`config.mk`:
```
export PLATFORM = sky130hd
export DESIGN_NAME = pixel_stream_sequencer
export DESIGN_NICKNAME = d
export VERILOG_FILES = /design/src/rtl/pixel_stream_sequencer.sv
export SDC_FILE = /design/constraint.sdc
export NUM_CORES = 1
export LEC_CHECK = 0
export CORE_MARGIN = 1.5
export CORE_UTILIZATION = 53
export DETAILED_ROUTE_END_ITERATION = 10
export PLACE_DENSITY = 0.84
export SYNTH_ARGS = -nofsm -noshare
export SYNTH_HDL_FRONTEND = slang
export SYNTH_SLANG_ARGS = --single-unit
```
`constraint.sdc`:
```
create_clock -name clk -period 3.6 [get_ports clk]
set_input_delay 1.08 -clock clk [delete_from_list [all_inputs] [get_ports clk]]
set_output_delay 1.08 -clock clk [all_outputs]
set_load 0.02 [all_outputs]
```
`src/rtl/pixel_stream_sequencer.sv`:
```
// Raster-order address/data broadcaster for the kernelRam array: per pass, a write sweep then a
// read-out sweep, each beat held two clocks. Optional early exit under PIXEL_SEQ_CONVERGE_EN.
module pixel_stream_sequencer #(
    parameter int N          = 8,
    parameter int bitSize    = 6,
    parameter int pixelWidth = 8,
    parameter int MAX_PASSES = 4
) (
    input  logic                  clk,
    input  logic                  rst_n,
    input  logic                  start,
`ifdef PIXEL_SEQ_CONVERGE_EN
    input  logic                  frame_changed,
`endif
    output logic [bitSize:0]      frame_rd_addr,
    input  logic [pixelWidth-1:0] frame_rd_data,
    output logic [bitSize:0]      pixel_position_or_address,
    output logic [pixelWidth-1:0] data_in,
    output logic                  we,
    output logic [3:0]            pass_count,
    output logic                  busy,
    output logic                  done
);
    localparam int             AW   = bitSize + 1;
    localparam logic [AW-1:0]  LAST = AW'(N * N - 1);

    typedef enum logic [2:0] {IDLE, PREFETCH, WRITE, READ, DONE} state_t;

    state_t                 state, state_n;
    logic                   phase, phase_n;
    logic [AW-1:0]          rd_n, addr_n;
    logic [pixelWidth-1:0]  din_n;
    logic                   we_n, busy_n, done_n;
    logic [3:0]             pc_n, pc_inc;
    logic                   stop_early;

`ifdef PIXEL_SEQ_CONVERGE_EN
    assign stop_early = ~frame_changed;
`else
    assign stop_early = 1'b0;
`endif

    assign pc_inc = pass_count + 4'd1;

    // RAM address runs one beat ahead of the broadcast, saturating at the last pixel
    function automatic logic [AW-1:0] sat_inc(input logic [AW-1:0] a);
        return (a == LAST) ? a : a + AW'(1);
    endfunction

    always_ff @(posedge clk or negedge rst_n) begin
        if (!rst_n) begin
            state                     <= IDLE;
            phase                     <= 1'b0;
            frame_rd_addr             <= '0;
            pixel_position_or_address <= '0;
            data_in                   <= '0;
            we                        <= 1'b0;
            pass_count                <= '0;
            busy                      <= 1'b0;
            done                      <= 1'b0;
        end else begin
            state                     <= state_n;
            phase                     <= phase_n;
            frame_rd_addr             <= rd_n;
            pixel_position_or_address <= addr_n;
            data_in                   <= din_n;
            we                        <= we_n;
            pass_count                <= pc_n;
            busy                      <= busy_n;
            done                      <= done_n;
        end
    end

    always_comb begin
        state_n = state;
        phase_n = ~phase;
        rd_n    = frame_rd_addr;
        addr_n  = pixel_position_or_address;
        din_n   = data_in;
        we_n    = we;
        pc_n    = pass_count;
        busy_n  = busy;
        done_n  = 1'b0;
        case (state)
            IDLE: begin
                phase_n = 1'b0;
                rd_n    = '0;
                addr_n  = '0;
                din_n   = '0;
                we_n    = 1'b0;
                busy_n  = 1'b0;
                if (start) begin
                    state_n = PREFETCH;
                    pc_n    = '0;
                    busy_n  = 1'b1;
                end
            end
            PREFETCH: begin
                // frame_rd_addr was already 0 last clock, so mem[0] is on the data bus now
                state_n = WRITE;
                phase_n = 1'b0;
                addr_n  = '0;
                din_n   = frame_rd_data;
                we_n    = 1'b1;
                rd_n    = sat_inc('0);
            end
            WRITE: begin
                if (phase) begin
                    if (pixel_position_or_address == LAST) begin
                        state_n = READ;
                        addr_n  = '0;
                        din_n   = '0;
                        we_n    = 1'b0;
                        rd_n    = '0;
                    end else begin
                        addr_n = pixel_position_or_address + AW'(1);
                        din_n  = frame_rd_data;
                        rd_n   = sat_inc(pixel_position_or_address + AW'(1));
                    end
                end
            end
            READ: begin
                if (phase) begin
                    if (pixel_position_or_address == LAST) begin
                        pc_n   = pc_inc;
                        addr_n = '0;
                        if (pc_inc == 4'(MAX_PASSES) || stop_early) begin
                            state_n = DONE;
                            busy_n  = 1'b0;
                            done_n  = 1'b1;
                        end else begin
                            state_n = PREFETCH;
                        end
                    end else begin
                        addr_n = pixel_position_or_address + AW'(1);
                    end
                end
            end
            DONE: begin
                state_n = IDLE;
                phase_n = 1'b0;
            end
            default: state_n = IDLE;
        endcase
    end
endmodule

```
==> qor.yml <==
syn_area_sq_um: 1700
path_class: "flip-flop to primary output"
grt_pass1_wl_um: 6270
final_cell_mix: "clkdlybuf4s50_1, dfrtp_1, o21ai_0, nand2_1"
cts_buffers: 5
crit_slowest_cell: "clkdlybuf4s50_1"
fmax_ghz: 0.379
synthFlopType: "dfrtp_1"
cts.sink_count: 33
clkTransAtPathRegs_ns: 0.10
hpwl_um: 2660
dpl_cell_area_sq_um: 2100
run_status: "finished, final reports clean"
hold_viol_final: 0
drt_pass1_iterations: 5
crit_path_end_kind: "primary output"
setup_viol: 0
p_leak_uw: 0.000959
area_growth_pct: 28.5
slew_viol_final: 0
core_area_sq_um: 3050
drc_errors: 0
clock_latency_ns: 0.33
die_h_um: 59.6
tns_ns: 0
required_ns: 2.52
drtAntennaViolNets: 0
critPathBufInv: 1
hold_class: "flip-flop to flip-flop"
clk_path_buf_depth: 2
grt_overflow: 0
drive_gt1_frac: 0.0758
dieArea_sq_um: 3550
numPortBuffers: 39
dr.first_iter.drc_count: 78
start_util: 0.557
vias_per_cell: 5.83
grt_start_max_net_pins: 34
diodes: 0
fill_cells: 250
startpoint_type: "flip-flop"
crit_arrival_ns: 1.56
cts_setup_buffers: 0
gr-usage-all-layers: 0.237
slew_headroom: 0.628
cp_top_family: "buffers and inverters"
layout_setup_ws_ns: 0.964
crit_path_max_incr_delay_ns: 0.67
synthArstFlopShare: 1.00
clockRootBuffer: "clkbuf_4"
synth_fp_nets: 189
worstMarginPinSlew_ns: 0.557
period_share: 0.732
gp_congestion: 0.818
layout_commonest_cell: "clkdlybuf4s50_1"
synth_area_per_cell_sq_um: 9.82
preCtsSetupSlack_ns: 1.37
row_count: 20
rsz0062_at_grt: "no"
layout.nets: 226
fin_cells: 255
dp_cells: 247
power-per-cell-area_nw_per_um2: 758
ys_seq_area_frac: 0.486
synthCells: 173
num_vias: 1487
cap_viol_max_count: 0
ir_worst_vdd_uv: 440
h-tree-depth: 2
wl_per_cell_um: 14.7
pin_count: 40
period_minus_slack_ns: 2.64
grt_pass1_vias: 1379
yosysUniqueCellTypes: 40
routed_wl_um: 3760
antenna_found_initial: 0
synth_edf_count: 0
synth_warnings: 0
ys_ff_latch: 33
multiInputGateArea_sq_um: 801
cts_resized: 0
finClkSkew_ns: 0.00404
cts_hold_buf: 0
fin_area_sq_um: 2180
die_x_um: 59.6
cp_cell_sequence: "clkdlybuf4s50_1"
cts_tree: "yes"
ff_latch_area_sq_um: 826
cp_max_fo: 10
-- power breakdown --
group / leakage (uW) / total [uW] / switching [uW] / internal [uW]
Sequential: 0.000410 / 622 / 131 / 491
Combinational: 0.000504 / 746 / 379 / 367
Clock: 0.0000455 / 286 / 121 / 166
Total: 0.000959 / 1650 / 630 / 1020
-- routing by layer --
metal | track usage | part of all wire | vias to the layer above | wire (um)
met5 | 0 | 0 | - | 0
met4 | 0.114 | 0.019 | 0 | 70
met3 | 0.0677 | 0.068 | 10 | 256
li1 | - | - | 700 | -
met2 | 0.352 | 0.47 | 63 | 1770
met1 | 0.320 | 0.44 | 714 | 1660
-- final timing paths --
kind / slack [ns] / depth (start not counted) / startpoint / to
setup / recovery: 0.96 / 1 / pixel_position_or_address[4] / pixel_position_or_address[4]
hold / removal: 0.49 / 2 / frame_rd_addr[2] / frame_rd_addr[2]
setup reg to reg: 1.46 / 6 / pixel_position_or_address[0] / frame_rd_addr[1]
hold reg to reg: 0.49 / 2 / frame_rd_addr[2] / frame_rd_addr[2]
max in group asynchronous: 2.16 / 2 / rst_n / data_in[3]
min in group asynchronous: 1.14 / 2 / rst_n / frame_rd_addr[2]
-- registers in the layout (all words and copies together), names as in the netlist --
| signal | cells |
|---|---|
| busy | 1 |
| data_in | 8 |
| done | 1 |
| frame_rd_addr | 7 |
| pass_count | 4 |
| phase | 1 |
| pixel_position_or_address | 7 |
| state | 3 |
| we | 1 |
-- Yosys cell counts, drive strengths merged, types with 4 or more instances --
cell    number  area (sq um)
a21oi        7          35.0
o21ai       17          85.1
a22o        11          96.3
ha           5          62.6
nand3       13          65.1
inv          5          18.8
dfrtp       33           826
clkbuf       7          26.3
nor2        13          48.8
nand2       14          52.6
a21boi       4          30.0
-- per-stage QoR --
stage / total power (uW) / hold WS, ns / utilization
floorplan: 1050 / 0.571 / -
global placement: 1340 / 0.454 / 0.687
detailed placement: 1370 / 0.473 / 0.687
CTS: 1660 / 0.496 / 0.715
global route: 1760 / 0.523 / 0.715
finish: 1650 / 0.489 / 0.715
-- worst register-to-register path: stages, from the launching register on --
cell      delay [ns]
dfrtp_1         0.52
ha_1            0.30
xor2_1          0.25
o211ai_2        0.18
nor3_2          0.37
o21ai_0         0.14
a32o_1          0.27
-- cells by family (layout without fill, tap and decap cells) --
family | Yosys count | in the layout | synth area share
xor+xnor | 5 | 5 | 0.0258
simple gates | 63 | 63 | 0.197
flops | 33 | 33 | 0.486
mux | 1 | 1 | 0.00589
fa+ha+maj | 5 | 5 | 0.0368
compound gates | 51 | 51 | 0.205
buf+inv | 15 | 53 | 0.0427
-- area by class of cell --
cell class | instances | area share
sequential | 33 | 0.378
multi-input combinational | 125 | 0.367
timing repair buffer | 40 | 0.182
clock buffer | 7 | 0.0252
tap | 44 | 0.0252
clock inverter | 1 | 0.0138
inverter | 5 | 0.00860
Power figures use the tool's default switching activity.
